--- src/rtl/serial_addsub_n.sv ---
// serial_addsub_n: bit-serial adder/subtractor.
// Operands are captured on start and processed LSB-first, one bit per clock,
// through a single full-adder cell and carry flop. Subtract is a + ~b + 1:
// b is inverted bit by bit and the carry flop is preloaded with 1.
// Each sum bit is streamed on sum_bit/bit_valid as it is produced, and the
// assembled result, final carry and signed overflow are presented with a
// one-cycle done pulse.
module serial_addsub_n #(
    parameter int WIDTH = 8
) (
    input  logic             clk,
    input  logic             rst,
    input  logic             start,
    input  logic             mode,
    input  logic [WIDTH-1:0] a,
    input  logic [WIDTH-1:0] b,
    output logic             busy,
    output logic             done,
    output logic [WIDTH-1:0] result,
    output logic             carry_out,
    output logic             overflow,
    output logic             sum_bit,
    output logic             bit_valid
);

    // Bit counter only needs to reach WIDTH-1; WIDTH >= 2 keeps this >= 1 bit.
    localparam int CNT_W = $clog2(WIDTH);
    localparam logic [CNT_W-1:0] LAST_BIT = CNT_W'(WIDTH - 1);

    typedef enum logic [1:0] {
        S_IDLE = 2'd0,
        S_RUN  = 2'd1,
        S_DONE = 2'd2
    } state_t;

    // Full-adder sum output.
    function automatic logic fa_sum(input logic x, input logic y, input logic ci);
        return x ^ y ^ ci;
    endfunction

    // Full-adder carry output (majority of the three inputs).
    function automatic logic fa_carry(input logic x, input logic y, input logic ci);
        return (x & y) | (x & ci) | (y & ci);
    endfunction

    state_t             state_q;
    logic [WIDTH-1:0]   a_sh_q;
    logic [WIDTH-1:0]   b_sh_q;
    logic [WIDTH-1:0]   res_sh_q;
    logic               c_q;
    logic               mode_q;
    logic [CNT_W-1:0]   cnt_q;

    logic               busy_q;
    logic               done_q;
    logic [WIDTH-1:0]   result_q;
    logic               carry_out_q;
    logic               overflow_q;
    logic               sum_bit_q;
    logic               bit_valid_q;

    logic               bb_d;
    logic               s_d;
    logic               c_d;
    logic [WIDTH-1:0]   asm_d;
    logic               last_d;
    logic               load_d;

    // Full-adder cell on the current bit position plus result assembly.
    always_comb begin
        bb_d   = b_sh_q[0] ^ mode_q;
        s_d    = fa_sum(a_sh_q[0], bb_d, c_q);
        c_d    = fa_carry(a_sh_q[0], bb_d, c_q);
        asm_d  = {s_d, res_sh_q[WIDTH-1:1]};
        last_d = (cnt_q == LAST_BIT);
        // start is honoured only from IDLE or in the single DONE cycle.
        load_d = start && ((state_q == S_IDLE) || (state_q == S_DONE));
    end

    // Control FSM, operand/result shift registers and registered outputs.
    always_ff @(posedge clk) begin
        if (rst) begin
            state_q     <= S_IDLE;
            a_sh_q      <= '0;
            b_sh_q      <= '0;
            res_sh_q    <= '0;
            c_q         <= 1'b0;
            mode_q      <= 1'b0;
            cnt_q       <= '0;
            busy_q      <= 1'b0;
            done_q      <= 1'b0;
            result_q    <= '0;
            carry_out_q <= 1'b0;
            overflow_q  <= 1'b0;
            sum_bit_q   <= 1'b0;
            bit_valid_q <= 1'b0;
        end else begin
            // Pulses default low; RUN reasserts them for each produced bit.
            done_q      <= 1'b0;
            sum_bit_q   <= 1'b0;
            bit_valid_q <= 1'b0;

            case (state_q)
                S_IDLE: begin
                    if (load_d) begin
                        state_q <= S_RUN;
                        busy_q  <= 1'b1;
                    end
                end

                S_RUN: begin
                    a_sh_q      <= a_sh_q >> 1;
                    b_sh_q      <= b_sh_q >> 1;
                    res_sh_q    <= asm_d;
                    c_q         <= c_d;
                    cnt_q       <= cnt_q + CNT_W'(1);
                    sum_bit_q   <= s_d;
                    bit_valid_q <= 1'b1;
                    if (last_d) begin
                        // c_q is the carry into the MSB, c_d the carry out of it.
                        result_q    <= asm_d;
                        carry_out_q <= c_d;
                        overflow_q  <= c_q ^ c_d;
                        done_q      <= 1'b1;
                        busy_q      <= 1'b0;
                        state_q     <= S_DONE;
                    end
                end

                S_DONE: begin
                    if (load_d) begin
                        state_q <= S_RUN;
                        busy_q  <= 1'b1;
                    end else begin
                        state_q <= S_IDLE;
                    end
                end

                default: begin
                    state_q <= S_IDLE;
                    busy_q  <= 1'b0;
                end
            endcase

            // Operand capture; carry preload supplies the +1 of two's complement.
            if (load_d) begin
                a_sh_q   <= a;
                b_sh_q   <= b;
                res_sh_q <= '0;
                c_q      <= mode;
                mode_q   <= mode;
                cnt_q    <= '0;
            end
        end
    end

    assign busy      = busy_q;
    assign done      = done_q;
    assign result    = result_q;
    assign carry_out = carry_out_q;
    assign overflow  = overflow_q;
    assign sum_bit   = sum_bit_q;
    assign bit_valid = bit_valid_q;

endmodule
--- config.mk ---
export PLATFORM = sky130hd
export DESIGN_NAME = serial_addsub_n
export DESIGN_NICKNAME = d
export VERILOG_FILES = /design/src/rtl/serial_addsub_n.sv
export SDC_FILE = /design/constraint.sdc
export NUM_CORES = 1
export LEC_CHECK = 0
export CAP_MARGIN = 20
export CORE_MARGIN = 4
export CORE_UTILIZATION = 50
export CTS_CLUSTER_DIAMETER = 30
export DETAILED_ROUTE_END_ITERATION = 10
export PLACE_DENSITY_LB_ADDON = 0.25
export SLEW_MARGIN = 40
export SYNTH_ARGS = -nofsm -noshare
export SYNTH_HDL_FRONTEND = slang
export SYNTH_SLANG_ARGS = --single-unit
--- constraint.sdc ---
create_clock -name clk -period 2.98 [get_ports clk]
set_clock_uncertainty 0.1 [all_clocks]
set_input_delay 0.596 -clock clk [delete_from_list [all_inputs] [get_ports clk]]
set_output_delay 0.596 -clock clk [all_outputs]
set_load 0.01 [all_outputs]
==> results of run 1 <==
-- through the flow --
| step | instances | hold slack, ps | total power [uW] | cell area [um^2] | utilization |
|---|---|---|---|---|---|
| 6_report | 279 | 362 | 1160 | 2180 | 0.649 |
| 5_1_grt | 279 | 389 | 1220 | 2180 | 0.649 |
| 3_3_place_gp | 271 | 346 | 785 | 2090 | 0.622 |
| 4_1_cts | 279 | 365 | 1170 | 2180 | 0.649 |
| 3_5_place_dp | 271 | 346 | 788 | 2090 | 0.622 |
| 2_1_floorplan | 203 | 332 | 742 | 1760 | - |
-- layout by cell type (no fill, tap or decap), types with 4 or more instances in the layout --
cell type                          n
sky130_fd_sc_hd__nand2_1          61
sky130_fd_sc_hd__dfxtp_1          44
sky130_fd_sc_hd__clkdlybuf4s50_1  33
sky130_fd_sc_hd__nor2_1           22
sky130_fd_sc_hd__a21oi_1          19
sky130_fd_sc_hd__a311oi_1          7
sky130_fd_sc_hd__a311oi_2          6
sky130_fd_sc_hd__clkbuf_4          5
sky130_fd_sc_hd__buf_4             4
-- sequential cells by signal, summed over array words and instances, names as in the netlist --
register and cells:
busy 1, b_sh_q 8, mode_q 1, sum_bit 1
overflow 1, a_sh_q 8, cnt_q 3, carry_out 1
result 8, res_sh_q 7, bit_valid 1, done 1
c_q 1, state_q 2
-- power by group --
part	leakage [uW]	internal, uW	switching [uW]
logic	0.000351	68.6	75.4
clock network	0.0000484	201	186
registers	0.000359	615	15.5
total	0.000759	885	277
-- path summary, 6_finish.rpt --
check | to | slack, ps | depth (start not counted) | startpoint
worst max-delay path | busy | 1000 | 1 | busy$_SDFFE_PP0P_
worst min-delay path | result[5]$_SDFFE_PP0P_ | 360 | 2 | result[5]$_SDFFE_PP0P_
worst max register to register | b_sh_q[6]$_SDFFE_PP0P_ | 1240 | 4 | state_q[0]$_SDFFE_PP0P_
worst min register to register | result[5]$_SDFFE_PP0P_ | 360 | 2 | result[5]$_SDFFE_PP0P_
-- area by class of cell --
class / instances / area (um^2)
clock buffers: 6 / 51.3
clock inverters: 2 / 38.8
fillers: 311 / 1180
inverters: 2 / 7.51
multi-input cells: 142 / 787
flip-flops and latches: 44 / 881
well taps: 46 / 57.6
repair buffers: 37 / 360
-- worst min-delay path, stage by stage, from the launching register on --
cell,delay (ps)
sky130_fd_sc_hd__dfxtp_1,330
sky130_fd_sc_hd__nand2_1,50
sky130_fd_sc_hd__a21oi_1,50
-- routing by layer --
layer | GRT usage | up-vias | routed length [um]
li1 | - | 739 | -
met1 | 0.217 | 654 | 1640
met2 | 0.269 | 34 | 1570
met3 | 0.0416 | 4 | 165
met4 | 0.0532 | 0 | 44
met5 | 0 | - | 0
-- kinds of logic (layout without fill, tap and decap cells) --
family | after synthesis | after routing | share of synthesized area
adders and majority gates | 3 | 3 | 0.0255
muxes | 3 | 3 | 0.0199
DFF | 44 | 44 | 0.499
buffers and inverters | 17 | 47 | 0.0560
and+or+nand+nor | 94 | 94 | 0.216
xor gates and xnor gates | 3 | 3 | 0.0149
AOI/OAI and AO/OA | 39 | 39 | 0.169
==> impl_results.md, run 1 <==
- Wire length of the first global-routing pass: 5800 um
- Top post-synthesis cells by count: sky130_fd_sc_hd__nand2_1 (61), sky130_fd_sc_hd__dfxtp_1 (44), sky130_fd_sc_hd__nor2_1 (22), sky130_fd_sc_hd__a21oi_1 (19)
- Required time worst endpoint: 2280 ps
- Synth Flop Type: sky130_fd_sc_hd__dfxtp_1
- Async set or reset register ratio after synthesis: 0
- Sequential-to-total area share from yosys stat: 0.499
- Clock latency on the worst-skew pair: 340 ps
- Total Negative Setup Slacks: 0 ps
- Fraction of layout instances using a drive strength above 1: 0.0858
- Setup Crit Path Kind: reg2out
- Average wire length per cell after detail routing: 12.3 um
- Core region area: 0.00336 mm^2
- Sinks on Clock Net: 44
- Max incr delay on CP: 550 ps
- Period utilization: 0.664
- Largest net degree at the start of global routing: 35
- Result of the run: complete, no violations
- Congestion Overflow GR: 0
- Chain of cells forming the critical path: clkdlybuf4s50_1
- Top Ports: 34
- Number of buffers inserted by hold repair at cts: 0
- Vias: 1431
- Area of the die: 0.00454 mm^2
- Cell type contributing the most total cell area after synthesis: sky130_fd_sc_hd__dfxtp_1
- Number of DRC markers in iteration 0: 83
- DRT Pass-1 Iters: 4
- Vias in the first global route: 1324
- Bufs and invs on worst path: 1
- Worst Max-Slew Pin Slew: 491 ps
- Tightest Hold Check Type: reg2reg
- Post-CTS setup buffer count: 0
- Area share of the leading cell type in the synthesized netlist: 0.499
- Final slew viol count: 0
- Max-capacitance violation count: 0
- Critical-path maximum fanout: 3
- Cells taking the most area after synthesis: sky130_fd_sc_hd__dfxtp_1 (50%), sky130_fd_sc_hd__nand2_1 (13%), sky130_fd_sc_hd__a21oi_1 (5.4%), sky130_fd_sc_hd__a311oi_2 (5.1%), sky130_fd_sc_hd__nor2_1 (4.7%)
- Number of nets produced by synthesis: 226
- Number of enable flip-flop cells after synthesis: 0
- Most numerous cell in the Yosys netlist: sky130_fd_sc_hd__nand2_1
- Layout Nets: 255
- Max transition margin: 0.673
- Chip Height: 67.4 um
- Starting Density: 0.525
- Clock-pin slew on the worst setup and hold paths: 130 ps
- Number of standard cells after synthesis: 203
- # H-tree levels: 2
- Final hold violation count: 0
- Number of unique standard cell types used by synthesis: 28
- Cell Pwr Density: 532 mW/mm^2
- Count of buffers from port buffering: 33
- Antenna fix cells: 0
- Final-report setup violation count: 0
- Number of synthesized register bits: 44
- Netlist Area Pre-Place: 0.00176 mm^2
- Standard-cell rows: 21
- Minimum setup slack after placement: 869 ps
- Startpoint type of the worst setup path: register
- Shortest clock period the worst path allows after layout: 1980 ps
- Top Family by Delay on Critical Path: buffers and inverters
- Post-route setup slack: 1000 ps
- DRC errors left: 0
- Quantity of gates resized following cts: 0
- Number of buffers created by CTS: 5
- Maximum vdd drop: 331 uV
- Static leakage: 0.000759 uW
- Arr. time, crit path: 1280 ps
- Final estimated routing congestion in global placement: 0.706
- Root Driver: sky130_fd_sc_hd__clkbuf_4
- Total wire length: 3420 um
- Endpoint kind of the worst setup timing path: output port
- Horiz. Die Dim: 67.4 um
- Antenna violations before repair: 0
- HPWL after detailed placement: 2360 um
- Post-synthesis average cell area: 8.69 um^2
- Global-route total usage across every layer: 0.166
- Maximum operating frequency: 0.506 GHz
- Yosys warning count: 0
- Syn-to-layout area delta: 23.8%
- Max Buffers Root-to-Sink: 2
- Crit path max-delay cell type: sky130_fd_sc_hd__clkdlybuf4s50_1
- Unrepaired setup endpoints after global routing: false
- Antenna Violating Nets Remaining: 0
- Vias/cell: 5.13
- CTS tree: done
Note: power is estimated with default switching activity, not from simulation.
==> inputs of run 2 (changes only) <==
--- a/config.mk
+++ b/config.mk
@@ -7,7 +7,7 @@
 export LEC_CHECK = 0
 export CAP_MARGIN = 20
 export CORE_MARGIN = 4
-export CORE_UTILIZATION = 50
+export CORE_UTILIZATION = 45
 export CTS_CLUSTER_DIAMETER = 30
 export DETAILED_ROUTE_END_ITERATION = 10
 export PLACE_DENSITY_LB_ADDON = 0.25
==> constraint.sdc (replaced) <==
create_clock -name clk -period 1.6 [get_ports clk]
set_clock_uncertainty 0.1 [all_clocks]
set_input_delay 0.32 -clock clk [delete_from_list [all_inputs] [get_ports clk]]
set_output_delay 0.32 -clock clk [all_outputs]
set_load 0.01 [all_outputs]
==> run 2 against run 1 <==
Effect of this change: register-to-register slack lost 1100 ps; flip-flop and latch count is the same; design area grew 6.4%; critical path depth is the same; routed wire length shrank 0.85%; clock-buffer cell count grew 1; hold slack lost 8.5 ps.
==> impl_results.md, run 2 (synthesized netlist as in run 1, its figures left out) <==
- Final-report setup violation count: 0 (unchanged)
- Net switching fraction of the power: 0.221 (-0.0172)
- Required time worst endpoint: 1180 ps (-1100 ps)
- Antenna Violating Nets Remaining: 0 (unchanged)
- Fin cells: 287 (+2.9%)
- CP startpoint: bit_valid$_SDFF_PP0_
- Root Driver: sky130_fd_sc_hd__clkbuf_8
- Static leakage: 0.00102 uW (+34%)
- Placed cell areas: 0.00216 mm^2 (+3.0%)
- Top Ports: 34 (unchanged)
- Cell Pwr Density: 1020 mW/mm^2 (+91%)
- Most frequent standard cell in the layout excluding fill and tap cells: sky130_fd_sc_hd__nand2_1
- Reg-to-reg startpoint: b_sh_q[0]$_SDFFE_PP0P_
- Shortest clock period the worst path allows after layout: 1540 ps
- Clk network pwr share: 0.382 (+0.049)
- Worst Max-Slew Pin Slew: 381 ps (-110 ps)
- Period utilization: 0.962
- Vias/cell: 5.02 (-2.1%)
- Final slew viol count: 0 (unchanged)
- Syn-to-layout area delta: 31.7%
- DRT Pass-1 Iters: 4 (unchanged)
- Max Buffers Root-to-Sink: 2 (unchanged)
- Average wire length per cell after detail routing: 11.8 um (-3.6%)
- Crit path max-delay cell type: sky130_fd_sc_hd__clkdlybuf4s50_1
- DRC errors left: 0 (unchanged)
- Sinks on Clock Net: 44 (unchanged)
- Horiz. Die Dim: 70.6 um (+4.8%)
- Core region area: 0.00372 mm^2 (+10%)
- End of the worst register-to-register path: c_q$_SDFFE_PP0P_
- Number of buffers created by CTS: 5 (unchanged)
- Number of logic stages on the critical path including buffering: 1 (unchanged)
- Largest net degree at the start of global routing: 35 (unchanged)
- # H-tree levels: 2 (unchanged)
- Arr. time, crit path: 1120 ps (-160 ps)
- Number of buffers inserted by hold repair at cts: 0 (unchanged)
- Post-route design area: 0.00232 mm^2 (+6.4%)
- Clock latency on the worst-skew pair: 290 ps (-50 ps)
- Final estimated routing congestion in global placement: 0.753 (+6.7%)
- Result of the run: complete, no violations
- Total wire length: 3390 um (-0.85%)
- Area of the die: 0.00499 mm^2 (+9.8%)
- Maximum operating frequency: 0.650 GHz
- Count of buffers from port buffering: 33 (unchanged)
- Congestion Overflow GR: 0 (unchanged)
- Endpoint kind of the worst setup timing path: output port
- Net switching power: 522 uW (+89%)
- Number of DRC markers in iteration 0: 69 (-17%)
- Startpoint type of the worst setup path: register
- Cell internal power dissipation: 1840 uW (+110%)
- Vias in the first global route: 1334 (+0.76%)
- Chain of cells forming the critical path: clkdlybuf4s50_1
- Vias: 1441 (+0.70%)
- Max transition margin: 0.746 (+0.0734)
- Maximum vdd drop: 580 uV (+75%)
- Max-capacitance violation count: 0 (unchanged)
- Critical-path maximum fanout: 1 (-2)
- Sequential share of power: 0.496 (-0.047)
- Antenna violations before repair: 0 (unchanged)
- Starting Density: 0.475 (-0.0498)
- Bufs and invs on worst path: 1 (unchanged)
- Max incr delay on CP: 520 ps (-30 ps)
- Fraction of layout instances using a drive strength above 1: 0.113 (+0.0271)
- CTS tree: done
- Setup Crit Path Kind: reg2out
- Unrepaired setup endpoints after global routing: false
- Tightest Hold Check Type: reg2reg
- Antenna fix cells: 0 (unchanged)
- Logic gate share of total power: 0.122 (-0.002)
- HPWL after detailed placement: 2330 um (-1.2%)
- Top Family by Delay on Critical Path: buffers and inverters
- Slack of the worst reg-to-reg path: 130 ps (-1110 ps)
- Wire length of the first global-routing pass: 5960 um (+2.8%)
- Post-route setup slack: 60.8 ps (-941 ps)
- FF-to-FF path depth: 4 (unchanged)
- Standard-cell rows: 22 (+4.8%)
- Number of cells in the design after placement: 278 (+2.6%)
- Layout Nets: 261 (+2.4%)
- Global-route total usage across every layer: 0.146 (-0.0197)
- Chip Height: 70.6 um (+4.8%)
- Minimum setup slack after placement: -20.2 ps (-889 ps)
- Leading cell types in the layout, fill and taps excluded: sky130_fd_sc_hd__nand2_1 (61), sky130_fd_sc_hd__dfxtp_1 (44), sky130_fd_sc_hd__nor2_1 (22)
- Setup crit end: bit_valid
- Clock-pin slew on the worst setup and hold paths: 80 ps (-50 ps)
- Final hold violation count: 0 (unchanged)
run 2: how the worst min path moves through the flow:
| stage | end | from | slack (ps) | cells past startpoint |
|---|---|---|---|---|
| 2_1_floorplan | result[0]$_SDFFE_PP0P_ | res_sh_q[1]$_SDFFE_PP0P_ | 330 | 2 |
| 3_3_place_gp | overflow$_SDFFE_PP0P_ | overflow$_SDFFE_PP0P_ | 340 | 2 |
| 3_5_place_dp | res_sh_q[1]$_SDFFE_PP0P_ | res_sh_q[1]$_SDFFE_PP0P_ | 350 | 2 |
| 4_1_cts | res_sh_q[1]$_SDFFE_PP0P_ | res_sh_q[1]$_SDFFE_PP0P_ | 360 | 2 |
| 5_1_grt | result[1]$_SDFFE_PP0P_ | result[1]$_SDFFE_PP0P_ | 380 | 2 |
| 6_report | result[4]$_SDFFE_PP0P_ | result[4]$_SDFFE_PP0P_ | 350 | 2 |
run 2: what timing repair did:
item	CTS	global route
buffers inserted	0	1
setup endpoints to repair	1	21
resized for setup	1	14
run 2: per-layer routing:
layer  wire length (um)  share of wire  global-route usage
met3                131          0.039              0.0369
met2               1530           0.45               0.223
met5                  0              0                   0
met1               1680           0.50               0.203
met4                 42          0.012              0.0501
run 2: through the flow:
step           setup TNS (ps)  hold WS (ps)  utilization  total power, uW
2_1_floorplan               0           332            -             1380
3_3_place_gp            -16.0           344        0.580             1490
3_5_place_dp             -105           346        0.580             1490
4_1_cts                     0           357        0.614             2390
5_1_grt                     0           380        0.625             2470
6_report                    0           354        0.625             2360
run 2: layout make-up:
class                      instances  area, um^2
fill                             328        1390
tap                               48        60.1
clock buffer                       7        96.3
clock inverter                     1        30.0
inverter                           2        7.51
timing repair buffer              43         460
multi-input combinational        142         788
sequential                        44         881
run 2: power by group through the flow:
stage | combinational, uW | sequential, uW | clock [uW]
after floorplan | 187 | 1190 | 0
after global placement | 289 | 1200 | 0
after detailed placement | 293 | 1200 | 0
after CTS | 293 | 1170 | 925
after global routing | 319 | 1180 | 975
final | 288 | 1170 | 902
==> inputs of run 3 (changes only) <==
==> constraint.sdc (replaced) <==
create_clock -name clk -period 1.6 [get_ports clk]
set_clock_uncertainty 0.1 [all_clocks]
set_input_delay 0.24 -clock clk [delete_from_list [all_inputs] [get_ports clk]]
set_output_delay 0.24 -clock clk [all_outputs]
set_load 0.01 [all_outputs]
==> run 3 against run 2 <==
Effect of this change: non-clock buffer count stayed put; total power is 2.5% lower; critical path type unchanged; via count rose by 0.14%; sequential share of layout area increased by 0.75 points; first-iteration DRC count is 14% higher; clock power fell by 7.2%.
==> impl_results.md, run 3 (synthesized netlist as in run 1, its figures left out) <==
- Global-route total usage across every layer: 0.152 (+0.00529)
- Post-route design area: 0.00228 mm^2 (-1.9%)
- Vias in the first global route: 1375 (+3.1%)
- Horiz. Die Dim: 70.6 um (unchanged)
- CTS tree: done
- Starting Density: 0.475 (unchanged)
- Final estimated routing congestion in global placement: 0.756 (+0.43%)
- Register Area: 881 um^2 (unchanged)
- Most Crowded Layer GR: met2
- DRT Pass-1 Iters: 4 (unchanged)
- Number of cells in the design after placement: 278 (unchanged)
- Final hold violation count: 0 (unchanged)
- Leading cell types in the layout, fill and taps excluded: sky130_fd_sc_hd__nand2_1 (61), sky130_fd_sc_hd__dfxtp_1 (44), sky130_fd_sc_hd__clkdlybuf4s50_1 (33)
- Crit path max-delay cell type: sky130_fd_sc_hd__clkdlybuf4s50_1
- Largest net degree at the start of global routing: 35 (unchanged)
- Maximum vdd drop: 510 uV (-12%)
- Max incr delay on CP: 540 ps (+20 ps)
- Number of DRC markers in iteration 0: 79 (+14%)
- Shortest clock period the worst path allows after layout: 1540 ps (-2.15 ps)
- Max transition margin: 0.746 (about the same)
- Wire length of the first global-routing pass: 6090 um (+2.2%)
- Core region area: 0.00372 mm^2 (unchanged)
- Most frequent standard cell in the layout excluding fill and tap cells: sky130_fd_sc_hd__nand2_1
- Average wire length per cell after detail routing: 12.3 um (+3.7%)
- Antenna violations before repair: 0 (unchanged)
- Top Family by Delay on Critical Path: buffers and inverters
- Endpoint kind of the worst setup timing path: output port
- Max-capacitance violation count: 0 (unchanged)
- Startpoint type of the worst setup path: register
- Total Negative Setup Slacks: 0 ps (unchanged)
- Cell Pwr Density: 1010 mW/mm^2 (-0.58%)
- Fraction of layout instances using a drive strength above 1: 0.113 (unchanged)
- Sinks on Clock Net: 44 (unchanged)
- Number of buffers created by CTS: 5 (unchanged)
- Top Ports: 34 (unchanged)
- GR Layer Usage met2: 0.235 (+0.0114)
- Max Buffers Root-to-Sink: 2 (unchanged)
- Period utilization: 0.961 (-0.00135)
- Count of buffers from port buffering: 33 (unchanged)
- DRC errors left: 0 (unchanged)
- Fin cells: 287 (unchanged)
- Bufs and invs on worst path: 1 (unchanged)
- Clock-pin slew on the worst setup and hold paths: 80 ps (about the same)
- Multi-input gate area: 788 um^2 (unchanged)
- Final slew viol count: 0 (unchanged)
- Total wire length: 3520 um (+3.7%)
- Filler cell count in the final layout: 336 (+2.4%)
- Result of the run: complete, no violations
- Required time worst endpoint: 1260 ps (+80 ps)
- Area of the die: 0.00499 mm^2 (unchanged)
- Critical-path maximum fanout: 3 (+2)
- HPWL after detailed placement: 2340 um (+0.59%)
- Static leakage: 0.000798 uW (-22%)
- Congestion Overflow GR: 0 (unchanged)
- Final-report setup violation count: 0 (unchanged)
- Vias: 1443 (+0.14%)
- Layout Nets: 261 (unchanged)
- Vias/cell: 5.03 (+0.14%)
- Met1 layer usage reported by global route: 0.197 (-0.00549)
- Antenna Violating Nets Remaining: 0 (unchanged)
- Routing usage on met3: 0.0398 (+0.00284)
- Tightest Hold Check Type: reg2reg
- Root Driver: sky130_fd_sc_hd__clkbuf_8
- Standard-cell rows: 22 (unchanged)
- Total Power Consumption: 2300 uW (-2.5%)
- Antenna fix cells: 0 (unchanged)
- Syn-to-layout area delta: 29.1%
- Maximum operating frequency: 0.651 GHz (+0.14%)
- Setup Crit Path Kind: reg2out
- Placed cell areas: 0.00216 mm^2 (unchanged)
- Clock latency on the worst-skew pair: 300 ps (about the same)
- Chip Height: 70.6 um (unchanged)
- Chain of cells forming the critical path: clkdlybuf4s50_1
- Worst Max-Slew Pin Slew: 381 ps (+0.441 ps)
- Arr. time, crit path: 1200 ps (+80 ps)
- # H-tree levels: 2 (unchanged)
## run 3: changes by cell type in the layout (fill, tap and decap cells not counted), sizes merged
| cell | change |
|---|---|
| clkdlybuf4s50 | +12 |
| clkinv | +1 |
| clkinvlp | +1 |
| dlymetal6s2s | -11 |
| dlygate4sd2 | -1 |
| clkbuf | -2 |
## run 3: repair_timing
| item | in CTS | in global routing |
|---|---|---|
| resized for setup | 0 | 2 |
| hold buffers | 0 | 0 |
| endpoints found under the setup margin | 0 | 8 |
| buffers inserted | 0 | 1 |
## run 3: path summary, 6_finish.rpt
| path | start | endpoint | slack (ps) | depth (start not counted) |
|---|---|---|---|---|
| hold / removal | result[1]$_SDFFE_PP0P_ | result[1]$_SDFFE_PP0P_ | 360 | 2 |
| setup / recovery | busy$_SDFFE_PP0P_ | busy | 60 | 1 |
| setup reg to reg | cnt_q[0]$_SDFFE_PP0P_ | result[4]$_SDFFE_PP0P_ | 120 | 6 |
| hold reg to reg | result[1]$_SDFFE_PP0P_ | result[1]$_SDFFE_PP0P_ | 360 | 2 |
## run 3: cell type report
class | instances | area share
clock inverter | 3 | 0.0187
tap | 48 | 0.0264
timing repair buffer | 43 | 0.189
sequential | 44 | 0.387
inverter | 2 | 0.00329
multi-input combinational | 142 | 0.346
clock buffer | 5 | 0.0302
## run 3: through the flow
stage          setup slack [ps]  utilization  hold WS, ps
2_1_floorplan               179            -          299
3_3_place_gp               59.9        0.580          343
3_5_place_dp               54.0        0.580          349
4_1_cts                    38.2        0.610          360
5_1_grt                   -1.63        0.613          379
6_report                   62.9        0.613          358
## run 3: where the power goes
part           switching, uW  leakage (uW)  internal, uW
Combinational            146      0.000385           147
Sequential              28.0      0.000359          1140
Clock                    376     0.0000541           462
## run 3: routing by layer
layer,vias to the layer above,part of all wire
met5,-,0
met4,0,0.021
met3,8,0.034
met2,19,0.46
met1,668,0.48
li1,748,-
==> RTL change: new RTL, settings of run 3 <==
`WIDTH`: 8 -> 16.
--- a/src/rtl/serial_addsub_n.sv
+++ b/src/rtl/serial_addsub_n.sv
@@ -7,5 +7,5 @@
 // one-cycle done pulse.
 module serial_addsub_n #(
-    parameter int WIDTH = 8
+    parameter int WIDTH = 16
 ) (
     input  logic             clk,
Interface: changed (resized a, b and result); port bits go from 34 to 58. No check against the original RTL was run, so the function may have changed too.
==> RTL change against run 3 <==
Routed wire length is 96% higher. Synthesized area is 73% higher. Total power is 75% higher. Global-route usage is 2.7 points higher. Sequential share of layout area is 0.60 points higher. Worst hold slack better by 0.011 ns. First-iteration DRC count is 72% higher. Count of clock-buffer cells in the layout is 4 higher. Worst setup slack worse by 0.018 ns. Cell area is 72% higher. Sequential cell count is 33 higher. Critical endpoint is now result[2].
==> RTL change: results (changes against run 3) <==
total track usage: 0.178 (+0.0266)
launch point of the worst path: result[2]
VDD IR max: 0.497 mV (-2.6%)
Filler Cell Count: 593 (+76%)
met3 Usage GRT: 0.0500 (+0.0102)
actual slew at the worst max-slew pin: 0.296 ns (-0.0853 ns)
status: complete, no violations
mux share of post-synthesis cell area: 0.00698 (-0.0129)
GRT met2 Usage: 0.279 (+0.0439)
DRT iter0 DRCs: 136 (+72%)
share of layout cells above drive strength 1: 0.0911 (-0.0218)
sequential cell area fraction in the yosys report: 0.506 (+0.00666)
Synth Area in Compound Gates: 0.214 (+0.0456)
pre-CTS setup slack: 0.0507 ns (-0.00333 ns)
DP Wirelength: 4.51 mm (+92%)
Sw Share: 0.264 (+0.0254)
Yosys reg bits: 77 (+75%)
met1 Resource Use GR: 0.229 (+0.0313)
Final #Nets: 461 (+77%)
post-place instance area: 3690 um2 (+71%)
Multi-In Gates: 257 (+81%)
inverters: 3 (+1)
crit-path max FO: 2 (-1)
cell count after placement: 489 (+76%)
Area contributors post-synth: dfxtp_1 51%, nand2_1 11%, o21ai_0 7.7%
clock buffers: 9 (+4)
number of port buffers: 57 (+73%)
final worst-path cycle share: 0.972 (+0.0111)
syn nets: 410 (+81%)
DR WL/cell: 13.6 um (+11%)
top post-synthesis cells by count: 92 x nand2_1, 77 x dfxtp_1, 47 x o21ai_0, 38 x a21oi_1, 29 x a31oi_1
Worst Hold Margin: 0.369 ns (+0.0110 ns)
routability congestion estimate: 0.738 (-2.4%)
fraction of area in registers: 0.393 (+0.00601)
RTL change: power by group through the flow:
| stage | Clock, mW | Sequential [mW] | Combinational (mW) |
|---|---|---|---|
| 4_1_cts | 1.56 | 2.05 | 0.471 |
| 3_3_place_gp | 0 | 2.09 | 0.460 |
| 2_1_floorplan | 0 | 2.08 | 0.299 |
| 3_5_place_dp | 0 | 2.09 | 0.469 |
| 5_1_grt | 1.64 | 2.06 | 0.524 |
| 6_report | 1.51 | 2.05 | 0.467 |
RTL change: routing by layer:
layer | part of all wire | vias to the layer above
li1 | - | 1374
met5 | 0 | -
met2 | 0.46 | 60
met3 | 0.049 | 11
met4 | 0.017 | 0
met1 | 0.47 | 1228
RTL change: repair_timing:
item | CTS | global route
resized for setup | 5 | 14
setup endpoints to repair | 5 | 14
setup buffers | 0 | 0
hold buffers | 0 | 0
